### src/rtl/sap1_out_display.sv
// sap1_out_display: SAP-1 output value to BCD via sequential double-dabble,
// shown on a 3-digit multiplexed 7-segment display with a sticky halt dp.
module sap1_out_display #(
   parameter int REFRESH_DIV = 1000,
   parameter bit BLANK_LEAD  = 1'b1
) (
   input  logic        clk,
   input  logic        reset,
   input  logic [7:0]  out_value,
   input  logic        halt,
   output logic [11:0] bcd,
   output logic        conv_busy,
   output logic [6:0]  seg,
   output logic        dp,
   output logic [2:0]  an
);

   localparam int CW = (REFRESH_DIV > 1) ? $clog2(REFRESH_DIV) : 1;
   localparam logic [CW-1:0] R_LAST = CW'(REFRESH_DIV - 1);

   typedef enum logic [1:0] {
      IDLE,
      SHIFT,
      DONE
   } state_t;

   state_t      state;
   logic [7:0]  cap_value;
   logic [7:0]  bin;
   logic [11:0] scratch;
   logic [11:0] adj;
   logic [2:0]  step;

   logic [CW-1:0] rcnt;
   logic [1:0]    idx;
   logic [1:0]    nidx;
   logic          wrap;
   logic          halt_seen;
   logic [3:0]    digit;
   logic          blank;
   logic [6:0]    seg_next;

   function automatic logic [6:0] seg_of(input logic [3:0] d);
      logic [6:0] s;
      case (d)
         4'd0:    s = 7'h3F;
         4'd1:    s = 7'h06;
         4'd2:    s = 7'h5B;
         4'd3:    s = 7'h4F;
         4'd4:    s = 7'h66;
         4'd5:    s = 7'h6D;
         4'd6:    s = 7'h7D;
         4'd7:    s = 7'h07;
         4'd8:    s = 7'h7F;
         4'd9:    s = 7'h6F;
         default: s = 7'h00;
      endcase
      return s;
   endfunction

   // add-3 correction applied to every scratch nibble before each shift
   always_comb begin
      adj = scratch;
      for (int i = 0; i < 3; i++) begin
         if (scratch[i*4 +: 4] >= 4'd5)
            adj[i*4 +: 4] = scratch[i*4 +: 4] + 4'd3;
      end
   end

   // conversion FSM: load on a new value, 8 shift steps, then publish
   always_ff @(posedge clk or negedge reset) begin
      if (!reset) begin
         state     <= IDLE;
         cap_value <= 8'h00;
         bin       <= 8'h00;
         scratch   <= 12'h000;
         step      <= 3'd0;
         bcd       <= 12'h000;
         conv_busy <= 1'b0;
      end else begin
         unique case (state)
            IDLE: begin
               if (out_value != cap_value) begin
                  cap_value <= out_value;
                  bin       <= out_value;
                  scratch   <= 12'h000;
                  step      <= 3'd0;
                  conv_busy <= 1'b1;
                  state     <= SHIFT;
               end
            end
            SHIFT: begin
               {scratch, bin} <= {adj[10:0], bin, 1'b0};
               step <= step + 3'd1;
               if (step == 3'd7)
                  state <= DONE;
            end
            DONE: begin
               bcd       <= scratch;
               conv_busy <= 1'b0;
               state     <= IDLE;
            end
            default: state <= IDLE;
         endcase
      end
   end

   // next digit index and its segment pattern, from the published bcd only
   always_comb begin
      wrap  = (rcnt == R_LAST);
      nidx  = idx;
      if (wrap)
         nidx = (idx == 2'd2) ? 2'd0 : idx + 2'd1;
      digit = bcd[3:0];
      blank = 1'b0;
      unique case (1'b1)
         nidx == 2'd2: begin
            digit = bcd[11:8];
            blank = BLANK_LEAD && (bcd[11:8] == 4'd0);
         end
         nidx == 2'd1: begin
            digit = bcd[7:4];
            blank = BLANK_LEAD && (bcd[11:8] == 4'd0)
                    && (bcd[7:4] == 4'd0);
         end
         default: digit = bcd[3:0];
      endcase
      seg_next = blank ? 7'h00 : seg_of(digit);
   end

   // refresh scan: an, seg and dp registered together to avoid ghosting
   always_ff @(posedge clk or negedge reset) begin
      if (!reset) begin
         rcnt      <= '0;
         idx       <= 2'd0;
         an        <= 3'b001;
         seg       <= 7'h3F;
         dp        <= 1'b0;
         halt_seen <= 1'b0;
      end else begin
         rcnt      <= wrap ? '0 : rcnt + 1'b1;
         idx       <= nidx;
         an        <= 3'b001 << nidx;
         seg       <= seg_next;
         dp        <= (nidx == 2'd0) && (halt_seen || halt);
         halt_seen <= halt_seen || halt;
      end
   end

endmodule

### config.mk
export PLATFORM = sky130hd
export DESIGN_NAME = sap1_out_display
export DESIGN_NICKNAME = d
export VERILOG_FILES = /design/src/rtl/sap1_out_display.sv
export SDC_FILE = /design/constraint.sdc
export NUM_CORES = 1
export LEC_CHECK = 0
export ABC_AREA = 1
export ABC_CLOCK_PERIOD_IN_PS = 4100
export CAP_MARGIN = 25
export CELL_PAD_IN_SITES_DETAIL_PLACEMENT = 1
export CELL_PAD_IN_SITES_GLOBAL_PLACEMENT = 1
export CORE_ASPECT_RATIO = 0.9
export CORE_MARGIN = 2
export CORE_UTILIZATION = 46
export DETAILED_ROUTE_END_ITERATION = 10
export MAX_ROUTING_LAYER = met4
export PLACE_DENSITY = 0.89
export SLEW_MARGIN = 20
export SYNTH_ARGS = -nofsm -noshare
export SYNTH_HDL_FRONTEND = slang
export SYNTH_SLANG_ARGS = --single-unit
### constraint.sdc
create_clock -name clk -period 4.1 [get_ports clk]
set_clock_uncertainty 0.05 [all_clocks]
set_input_delay 0.41 -clock clk [delete_from_list [all_inputs] [get_ports clk]]
set_output_delay 0.41 -clock clk [all_outputs]
set_load 0.02 [all_outputs]
# Word-level counts from Yosys, hierarchy flattened
# Memory sizes are Yosys's and may differ from the RTL's.
# Index checks and enable logic that the tools add are counted.
dict set report classes {
  magnitude_cmp 3
  n_reduce_logical 13
  n_shift 1
  eq_ne 10
  add_sub_neg 6
  mux 20
}
# op count
set op_table {}
lappend op_table {{one-hot mux 12 bit (2 select lines)} 1}
lappend op_table {{one-hot mux 8 bit (2 select lines)} 1}
lappend op_table {{>= comparator 4 x 3 -> 1 bit (second input constant)} 3}
lappend op_table {{two-way mux 12 bit} 1}
lappend op_table {{adder 10 x 1 -> 10 bit (second input constant)} 1}
lappend op_table {{equality test 10 bit (second input constant)} 1}
lappend op_table {{two-way mux 10 bit} 1}
lappend op_table {{adder 4 x 2 -> 4 bit (second input constant)} 2}
lappend op_table {{logical NOT 4 bit} 2}
lappend op_table {{two-way mux 2 bit} 4}
lappend op_table {{two-way mux 4 bit} 2}
lappend op_table {{two-way mux 8 bit} 1}
lappend op_table {{inequality test 8 bit} 1}
lappend op_table {{one-hot mux 4 bit (2 select lines)} 1}
lappend op_table {{AND reduction 2 bit} 4}
lappend op_table {{two-way mux 7 bit} 1}
lappend op_table {{equality test 2 bit (second input constant)} 3}
lappend op_table {{two-way mux 3 bit} 2}
lappend op_table {{one-hot mux 3 bit (2 select lines)} 1}
lappend op_table {{equality test 2 x 1 -> 1 bit (second input constant)} 2}
lappend op_table {{logical NOT 2 bit} 2}
lappend op_table {{inequality test 2 bit (second input constant)} 2}
lappend op_table {{one-hot mux 1 bit (2 select lines)} 2}
lappend op_table {{one-hot mux 2 bit (2 select lines)} 1}
lappend op_table {{9 further kinds} 11}
dict set report totals {
  inputBits 11
  n_memories 1
  regBits 70
  elab_cells 67
  rom_bits 112
}
# name words word_bits read_ports rd_clocked_by_memory_dff wr line_no
set memory_table {}
lappend memory_table {{(name not given)} 16 7 1 0 0 45} ;# case (d)

# Longest topological paths before layout
# Gate-level depths: netlist of the first run.
# An unclocked memory read counts as a cell.
dict set report logic_depth {
  depth_word 7
  ltp_mapped 17
}

# Worst setup path before layout of the first run
# OpenSTA, ideal clock, no wires.
dict set report synth_path {
  path_kind {register to register}
  from {register rcnt[0]}
  to {register seg[3]}
  arrival_ps 2023
  stages_incl_launch_ff 16
  required_ps 3986
  slack_ps 1963
  setup_ps 64
  path_cell_list {dfrtp_1 ha_1 nand2_1 nor2_4 nand2_4 nand2_1 nand2_2 nand2_4 inv_2 nand2_1 nand3_1 inv_1 ha_1 nor2_1 nor2_1 nor2_2}
}
dict set report synth_via {
  elab_chain_len 6
  elab_cells_between_ends 8
  classes_between {3 x eq/ne; 4 x mux; 1 x memory}
}
# element line_no
set synth_rtl {}
lappend synth_rtl {{start: declaration} 34} ;# logic [CW-1:0] rcnt;
lappend synth_rtl {{start signal: assignment} 141} ;# rcnt <= wrap ? '0 : rcnt + 1'b1;
lappend synth_rtl {{equality test 10 bit (*)} 110} ;# wrap = (rcnt == R_LAST);
lappend synth_rtl {{two-way mux 2 bit (*)} 112} ;# if (wrap)
lappend synth_rtl {{equality test 2 x 1 -> 1 bit or equality test 2 bit (tied branches)} {121, 117}}
lappend synth_rtl {{one-hot mux 4 bit (2 select lines)} 116} ;# unique case (1'b1)
lappend synth_rtl {{memory read (16 x 7 bit)} n/a}
lappend synth_rtl {{two-way mux 7 bit (*)} 128} ;# seg_next = blank ? 7'h00 : seg_of(digit);
lappend synth_rtl {{named net seg_next[3]} 41} ;# logic [6:0] seg_next;
lappend synth_rtl {{end signal: assignment} 144} ;# seg <= seg_next;
lappend synth_rtl {{end: declaration} 13} ;# output logic [6:0] seg,
# Mark *: on every way through the listed nets, which the timed path passes. The rest lies on a longest branch.
# A chain may end at the register's enable or synchronous reset.

# Final worst setup path of the first run
dict set report layout_path {
  from {register rcnt[0]}
  to {register seg[3]}
}
dict set report layout_via {
  elab_chain_len 6
  elab_cells_between_ends 8
  classes_between {3 x eq/ne; 4 x mux; 1 x memory}
}
# element line_no
set layout_rtl {}
lappend layout_rtl {{equality test 10 bit (*)} 110}
lappend layout_rtl {{two-way mux 2 bit (*)} 112}
lappend layout_rtl {{named net nidx[0]} 36} ;# logic [1:0] nidx;
lappend layout_rtl {{equality test 2 x 1 -> 1 bit or equality test 2 bit (tied branches)} {121, 117}}
lappend layout_rtl {{one-hot mux 4 bit (2 select lines)} 116}
lappend layout_rtl {{memory read (16 x 7 bit)} n/a}
lappend layout_rtl {{two-way mux 7 bit (*)} 128}
lappend layout_rtl {{named net seg_next[3]} 41}
# Marks and branches as above.

==> impl_metrics.sql, run 1 <==
INSERT INTO impl_metrics (metric_group, metric, value, unit) VALUES
('clock_tree', 'cts.repair_timing.setup_buffer_count', '0', ''),
('final_layout', 'area_delta_synth_final', '19.1', '%'),
('setup_path', 'critical_path_required', '4.34', 'ns'),
('synthesis', 'ys_seq_area_share', '50.6', '%'),
('setup_path', 'cp-end-kind', 'register', ''),
('placement', 'buffer_ports.inserted', '34', ''),
('timing', 'rsz0062_at_grt', 'false', ''),
('clock_tree', 'cts_hold_repair.buffers', '1', ''),
('clock_tree', 'worst_setup_hold_path_clk_slew', '0.07', 'ns'),
('detailed_routing', 'routed_wire_length_per_instance', '15.2', 'um'),
('global_routing', 'gr-usage-all-layers', '23.0', '%'),
('final_layout', 'fin_area', '4140', 'um2'),
('global_routing', 'grt_pass1_vias', '2954', ''),
('timing', 'timing.max_slew.rel_slack', '55.3', '%'),
('setup_path', 'arrival', '2.67', 'ns'),
('floorplanning', 'floorplan.die.height', '86.5', 'um'),
('floorplanning', 'initial_core_util', '46.8', '%'),
('global_routing', 'grt_max_degree', '54', ''),
('final_layout', 'mostFrequentLayoutCell', 'sky130_fd_sc_hd__nand2_1', ''),
('power_and_ir_drop', 'power.density_cell_area', '746', 'nW/um2'),
('synthesis', 'yosys_warnings', '0', ''),
('clock_tree', 'cts_resized', '0', ''),
('synthesis', 'post_synth_inst_count', '398', ''),
('global_routing', 'global_route_wire_length_before_repair', '14.0', 'mm'),
('detailed_routing', 'drc', '0', ''),
('floorplanning', 'coreArea', '7430', 'um2'),
('setup_path', 'rrSetupSlack', '1.68', 'ns'),
('synthesis', 'net_count_synth', '423', ''),
('timing', 'finalCritPeriodShare', '59.1', '%'),
('final_layout', 'final_cell_mix', 'sky130_fd_sc_hd__nand2_1, sky130_fd_sc_hd__dfrtp_1, sky130_fd_sc_hd__inv_1', ''),
('floorplanning', 'die_w', '95.6', 'um'),
('placement', 'half_perimeter_wire_length_of_the_detailed_placement_result', '5.88', 'mm'),
('detailed_routing', 'avgViaCountPerCell', '5.22', ''),
('detailed_routing', 'drt-initial-drc-count', '85', ''),
('detailed_routing', 'final_antenna_net_count', '0', ''),
('detailed_routing', 'number_of_detailed_route_iterations_in_the_first_pass', '4', ''),
('power_and_ir_drop', 'leakagePower', '2.01', 'nW'),
('timing', 'timing_worst_slew_pin_value', '0.671', 'ns'),
('run', 'cap_viol_max_count', '0', ''),
('clock_tree', 'cts_buffers', '9', ''),
('detailed_routing', 'detail_route.wirelength', '8.25', 'mm'),
('status', 'outcome', 'finished, final reports clean', ''),
('clock_tree', 'tritoncts', 'done', ''),
('timing', 'drv_slew', '0', ''),
('worst_hold_path', 'tightest_hold_check_type', 'register to register', ''),
('clock_tree', 'cts_num_sinks', '70', ''),
('synthesis', 'synth_cell_types', '31', ''),
('clock_tree', 'cts_root_buf', 'sky130_fd_sc_hd__clkbuf_8', ''),
('global_routing', 'globalRoute.totalOverflow', '0', ''),
('timing', 'max_freq', '412', 'MHz'),
('floorplanning', 'die_ar', '8270', 'um2'),
('global_routing', 'grt_antenna_before_repair', '0', ''),
('power_and_ir_drop', 'max-vdd-ir-drop', '330', 'uV'),
('synthesis', 'yosys_register_bits', '70', ''),
('clock_tree', 'clk-insertion-delay-late', '0.35', 'ns'),
('floorplanning', 'top_level_ports', '35', ''),
('timing', 'final-hold-violation-count', '0', ''),
('synthesis', 'mapped_cell_area', '3480', 'um2'),
('setup_path', 'category_of_the_critical_setup_timing_path', 'register to register', ''),
('setup_path', 'top_fanout_value_on_the_critical_path', '7', ''),
('final_layout', 'drive_gt1_share', '14.8', '%'),
('timing', 'final_tns_setup', '0', 'ns'),
('floorplanning', 'fp-row-count', '30', ''),
('placement', 'postPlaceCellArea', '3930', 'um2'),
('synthesis', 'synthesis.area_per_instance', '8.74', 'um2'),
('timing', 'period_needed', '2.42', 'ns'),
('setup_path', 'worstSetupStartpointType', 'register', ''),
('final_layout', 'n_antenna_cell', '0', ''),
('clock_tree', 'cts-root-to-sink-buffers', '2', ''),
('placement', 'routabilityCongestion', '0.805', ''),
('detailed_routing', 'routed-via-count', '2827', ''),
('final_layout', 'nets', '466', ''),
('timing', 'final-setup-viol-count', '0', ''),
('clock_tree', 'clock_tree.htree_level_count', '3', '');
==> per-layer routing <==
layer	share of wire, %	global-route usage [%]	vias up
met1	43	26.5	1383
met5	0	-	-
met2	52	38.5	48
met4	2.2	9.48	0
li1	-	-	1378
met3	2.9	5.57	18
==> worst max-delay path, cell delays in order (launching register included) <==
cell	delay, ns
sky130_fd_sc_hd__dfrtp_1	0.37
sky130_fd_sc_hd__ha_1	0.18
sky130_fd_sc_hd__nand2_1	0.12
sky130_fd_sc_hd__nor2_4	0.19
sky130_fd_sc_hd__nand2_4	0.09
sky130_fd_sc_hd__nand2_4	0.07
sky130_fd_sc_hd__nand2_4	0.08
sky130_fd_sc_hd__nor2_2	0.17
sky130_fd_sc_hd__nand2_1	0.08
sky130_fd_sc_hd__nand3_1	0.16
sky130_fd_sc_hd__inv_1	0.11
sky130_fd_sc_hd__ha_1	0.31
sky130_fd_sc_hd__nor2_1	0.19
sky130_fd_sc_hd__nor2_1	0.09
sky130_fd_sc_hd__nor2_2	0.10
==> final timing paths <==
kind / from / to / cells past startpoint
max: rcnt[0]$_DFF_PN0_ / seg[3]$_DFF_PN1_ / 14
max reg2reg: rcnt[0]$_DFF_PN0_ / seg[3]$_DFF_PN1_ / 14
min reg2reg: halt_seen$_DFF_PN0_ / halt_seen$_DFF_PN0_ / 1
min: halt_seen$_DFF_PN0_ / halt_seen$_DFF_PN0_ / 1
min in group asynchronous: reset / rcnt[7]$_DFF_PN0_ / 2
max in group asynchronous: reset / bin[3]$_DFFE_PN0P_ / 3
==> cells in the mapped netlist <==
library cell | number | area (um2)
sky130_fd_sc_hd__nand3_2 | 3 | 30.0
sky130_fd_sc_hd__nor2_4 | 4 | 45.0
sky130_fd_sc_hd__o221ai_1 | 7 | 61.3
sky130_fd_sc_hd__nand2_4 | 6 | 67.6
sky130_fd_sc_hd__or2_2 | 9 | 56.3
sky130_fd_sc_hd__xor2_1 | 4 | 35.0
sky130_fd_sc_hd__nor2_1 | 39 | 146
sky130_fd_sc_hd__nand3_1 | 26 | 130
sky130_fd_sc_hd__o2bb2ai_1 | 3 | 26.3
sky130_fd_sc_hd__nor2_2 | 7 | 43.8
sky130_fd_sc_hd__o32ai_1 | 2 | 17.5
sky130_fd_sc_hd__nand4_1 | 5 | 31.3
sky130_fd_sc_hd__o22ai_1 | 4 | 25.0
sky130_fd_sc_hd__buf_2 | 1 | 5.00
sky130_fd_sc_hd__a31oi_1 | 1 | 6.26
sky130_fd_sc_hd__dfstp_2 | 7 | 184
sky130_fd_sc_hd__nor3_1 | 3 | 15.0
sky130_fd_sc_hd__inv_1 | 52 | 195
sky130_fd_sc_hd__nor3b_1 | 2 | 15.0
sky130_fd_sc_hd__nor4_1 | 1 | 6.26
sky130_fd_sc_hd__o21ai_0 | 35 | 175
sky130_fd_sc_hd__clkinv_1 | 2 | 7.51
sky130_fd_sc_hd__clkbuf_1 | 6 | 22.5
sky130_fd_sc_hd__nand3b_1 | 1 | 7.51
sky130_fd_sc_hd__nand2_2 | 7 | 43.8
sky130_fd_sc_hd__ha_1 | 14 | 175
sky130_fd_sc_hd__nand2_1 | 70 | 263
sky130_fd_sc_hd__a21oi_1 | 7 | 35.0
sky130_fd_sc_hd__or3_1 | 1 | 6.26
sky130_fd_sc_hd__dfrtp_1 | 63 | 1580
sky130_fd_sc_hd__inv_2 | 6 | 22.5
==> report_power, final <==
group	internal (mW)	leakage [nW]	switching, mW
clock	0.316	0.0979	0.251
combinational	0.540	1.07	0.838
sequential	0.971	0.838	0.174
==> flip-flops by register name (all words and copies together) (netlist names), 2 cells and up <==
register   count
bcd           12
scratch       12
rcnt          10
bin            8
cap_value      8
seg            7
an             3
step           3
idx            2
state          2
==> logic make-up after synthesis <==
family	share of synthesized area (%)
AO/OA/AOI/OAI	9.97
XOR/XNOR	1.01
adder cells (fa/ha/maj)	5.04
buffers and inverters	7.27
flip-flops	50.6
AND/OR/NAND/NOR	26.1
==> final cells by class <==
class	instances	area, um2
well taps	96	120
repair buffers	39	375
flip-flops and latches	70	1760
clock inverters	1	30.0
fillers	898	3290
clock buffers	15	166
multi-input cells	261	1460
inverters	60	225
==> stage by stage <==
step,utilization [%],power [mW],hold slack (ns),setup WS [ns],std cells
after floorplan,-,2.02,0.0644,1.96,398
after global placement,52.8,2.42,0.307,1.79,524
after detailed placement,52.8,2.52,0.313,1.68,524
after CTS,55.6,3.12,0.408,1.64,541
after global routing,55.7,3.35,0.428,1.45,542
final,55.7,3.09,0.402,1.68,542
No activity file was read; power rests on OpenSTA's default activity.
==> inputs of run 2 (changes only) <==
- ABC_CLOCK_PERIOD_IN_PS: 4100 -> 2400
- CORE_UTILIZATION: 46 -> 43
- PLACE_DENSITY: 0.89 -> 0.84
- clock period: 4.1 -> 2.4 ns (I/O delays scaled with it)
==> run 2 against run 1 <==
Die area increased by 6.7%. Via count decreased by 1.1%. Largest power group unchanged. Largest cell class unchanged. Combinational power rose by 73%. Hold slack got worse by 0.049 ns. Global-route usage decreased by 2.0 points. Sequential share of layout area down 0.52 points. Final cell count is 1.7% higher. Wire length increased by 1.7%.
==> impl_metrics.sql, run 2 (synthesized netlist as in run 1, its figures left out) <==
INSERT INTO impl_metrics (metric_group, metric, value, unit) VALUES
('global_routing', 'grt_pass1_vias', '2955', ''),
('global_routing', 'globalRoute.totalOverflow', '0', ''),
('setup_path', 'rrSetupSlack', '0.10', 'ns'),
('final_layout', 'area_delta_synth_final', '20.6', '%'),
('clock_tree', 'clk-insertion-delay-late', '0.36', 'ns'),
('setup_path', 'critical_path.reg2reg.startpoint', 'rcnt[0]$_DFF_PN0_', ''),
('worst_hold_path', 'tightest_hold_check_type', 'input port to async pin', ''),
('power_and_ir_drop', 'power.density_cell_area', '1230', 'nW/um2'),
('setup_path', 'worst_r2r_path_depth', '15', ''),
('setup_path', 'worstSetupStartpointType', 'register', ''),
('setup_path', 'category_of_the_critical_setup_timing_path', 'register to register', ''),
('run', 'cap_viol_max_count', '0', ''),
('placement', 'buffer_ports.inserted', '34', ''),
('power_and_ir_drop', 'max-vdd-ir-drop', '510', 'uV'),
('placement', 'number_of_cells_in_the_design_after_placement', '532', ''),
('final_layout', 'mostFrequentLayoutCell', 'sky130_fd_sc_hd__nand2_1', ''),
('floorplanning', 'top_level_ports', '35', ''),
('global_routing', 'gr-usage-all-layers', '21.0', '%'),
('setup_path', 'top_fanout_value_on_the_critical_path', '5', ''),
('clock_tree', 'clock_tree.htree_level_count', '3', ''),
('timing', 'final-hold-violation-count', '0', ''),
('clock_tree', 'cts_root_buf', 'sky130_fd_sc_hd__clkbuf_8', ''),
('timing', 'drv_slew', '0', ''),
('detailed_routing', 'routed_wire_length_per_instance', '15.2', 'um'),
('clock_tree', 'cts_buffers', '9', ''),
('clock_tree', 'cts-root-to-sink-buffers', '2', ''),
('detailed_routing', 'number_of_detailed_route_iterations_in_the_first_pass', '4', ''),
('final_layout', 'final_cell_mix', 'sky130_fd_sc_hd__nand2_1, sky130_fd_sc_hd__dfrtp_1, sky130_fd_sc_hd__inv_1', ''),
('power_and_ir_drop', 'design_power_total', '5.17', 'mW'),
('final_layout', 'largestRegisters', 'bcd: 12 flops, scratch: 12 flops, rcnt: 10 flops', ''),
('floorplanning', 'floorplan.die.height', '89.3', 'um'),
('timing', 'timing_worst_slew_pin_value', '0.535', 'ns'),
('placement', 'postPlaceCellArea', '3970', 'um2'),
('timing', 'timing.max_slew.rel_slack', '64.3', '%'),
('floorplanning', 'die_ar', '8820', 'um2'),
('final_layout', 'n_antenna_cell', '0', ''),
('timing', 'max_freq', '435', 'MHz'),
('final_layout', 'nFillCells', '950', ''),
('timing', 'fin_hold_ws', '0.353', 'ns'),
('detailed_routing', 'drt-initial-drc-count', '129', ''),
('status', 'outcome', 'finished, final reports clean', ''),
('final_layout', 'nets', '472', ''),
('timing', 'period_needed', '2.30', 'ns'),
('setup_path', 'cp-end-kind', 'register', ''),
('setup_path', 'critical_path_required', '2.64', 'ns'),
('detailed_routing', 'avgViaCountPerCell', '5.08', ''),
('setup_path', 'r2r-end', 'seg[3]$_DFF_PN1_', ''),
('setup_path', 'arrival', '2.54', 'ns'),
('global_routing', 'global_route_wire_length_before_repair', '13.9', 'mm'),
('floorplanning', 'coreArea', '7950', 'um2'),
('clock_tree', 'cts_num_sinks', '70', ''),
('detailed_routing', 'routed-via-count', '2797', ''),
('final_layout', 'drive_gt1_share', '17.9', '%'),
('timing', 'finalCritPeriodShare', '95.7', '%'),
('final_layout', 'finalNonFillerCells', '551', ''),
('timing', 'final_tns_setup', '0', 'ns'),
('final_layout', 'fin_area', '4190', 'um2'),
('clock_tree', 'worst_setup_hold_path_clk_slew', '0.07', 'ns'),
('floorplanning', 'die_w', '98.8', 'um'),
('floorplanning', 'fp-row-count', '31', ''),
('detailed_routing', 'final_antenna_net_count', '0', ''),
('global_routing', 'grt_antenna_before_repair', '0', ''),
('detailed_routing', 'detail_route.wirelength', '8.40', 'mm'),
('detailed_routing', 'drc', '0', ''),
('clock_tree', 'tritoncts', 'done', ''),
('global_routing', 'grt_max_degree', '33', ''),
('floorplanning', 'initial_core_util', '43.7', '%'),
('power_and_ir_drop', 'leakagePower', '2.03', 'nW'),
('placement', 'routabilityCongestion', '0.786', ''),
('timing', 'final-setup-viol-count', '0', ''),
('placement', 'half_perimeter_wire_length_of_the_detailed_placement_result', '6.19', 'mm');
[run 2: what timing repair did]
item                                    in CTS  in global routing
setup buffers                                0                  2
pin swaps                                    0                  2
hold endpoints to repair                    15                  0
hold buffers                                 1                  0
endpoints found under the setup margin       1                  6
gates resized for setup                      4                  8
[run 2: final cells by class]
cell class / instances / area, um2 / area share [%]
clock buffers: 15 / 156 / 3.73
inverters: 60 / 225 / 5.37
clock inverters: 1 / 5.00 / 0.119
repair buffers: 45 / 420 / 10.0
multi-input cells: 261 / 1500 / 35.8
well taps: 99 / 124 / 2.95
flip-flops and latches: 70 / 1760 / 42.0
[run 2: layer usage]
layer  wire length [um]  part of all wire [%]  GRT usage (%)  vias to the layer above
met4                162                   1.9           7.10                        0
met2               4360                    52           37.1                       37
met5                  0                     0              -                        -
met1               3610                    43           23.3                     1371
li1                   -                     -              -                     1376
met3                263                   3.1           5.71                       13
[run 2: stage by stage]
stage	setup WS, ns	utilization, %
final	0.102	52.7
after global routing	-0.0557	52.7
after CTS	0.0182	52.3
after detailed placement	-0.0401	49.9
after global placement	0.155	49.9
after floorplan	0.263	-
[run 2: critical path: stages, from the launching register on]
cell                      delay (ns)
sky130_fd_sc_hd__dfrtp_1        0.39
sky130_fd_sc_hd__ha_2           0.21
sky130_fd_sc_hd__nand2_2        0.09
sky130_fd_sc_hd__nor2_4         0.14
sky130_fd_sc_hd__nand2_4        0.09
sky130_fd_sc_hd__nand2_1        0.09
sky130_fd_sc_hd__nand2_2        0.10
sky130_fd_sc_hd__nand2_4        0.11
sky130_fd_sc_hd__inv_2          0.07
sky130_fd_sc_hd__nand2_1        0.08
sky130_fd_sc_hd__nand3_2        0.14
sky130_fd_sc_hd__inv_2          0.11
sky130_fd_sc_hd__ha_1           0.25
sky130_fd_sc_hd__nor2_2         0.15
sky130_fd_sc_hd__nor2_1         0.07
sky130_fd_sc_hd__nor2_2         0.10
[run 2: how the worst max path moves through the flow]
stage                            startpoint                to  slack (ns)  cells past startpoint
after global routing      rcnt[0]$_DFF_PN0_  seg[6]$_DFF_PN0_       -0.06                     17
after CTS                 rcnt[0]$_DFF_PN0_  seg[3]$_DFF_PN1_        0.02                     14
after global placement    rcnt[0]$_DFF_PN0_  seg[3]$_DFF_PN1_        0.15                     14
final                     rcnt[0]$_DFF_PN0_  seg[3]$_DFF_PN1_        0.10                     15
after floorplan           rcnt[0]$_DFF_PN0_  seg[3]$_DFF_PN1_        0.26                     15
after detailed placement  rcnt[0]$_DFF_PN0_  seg[3]$_DFF_PN1_       -0.04                     14
[run 2: power breakdown]
| part | internal, mW | switching (mW) | total, mW |
|---|---|---|---|
| clock | 0.405 | 0.430 | 0.834 |
| combinational | 0.961 | 1.42 | 2.39 |
| sequential | 1.66 | 0.293 | 1.95 |
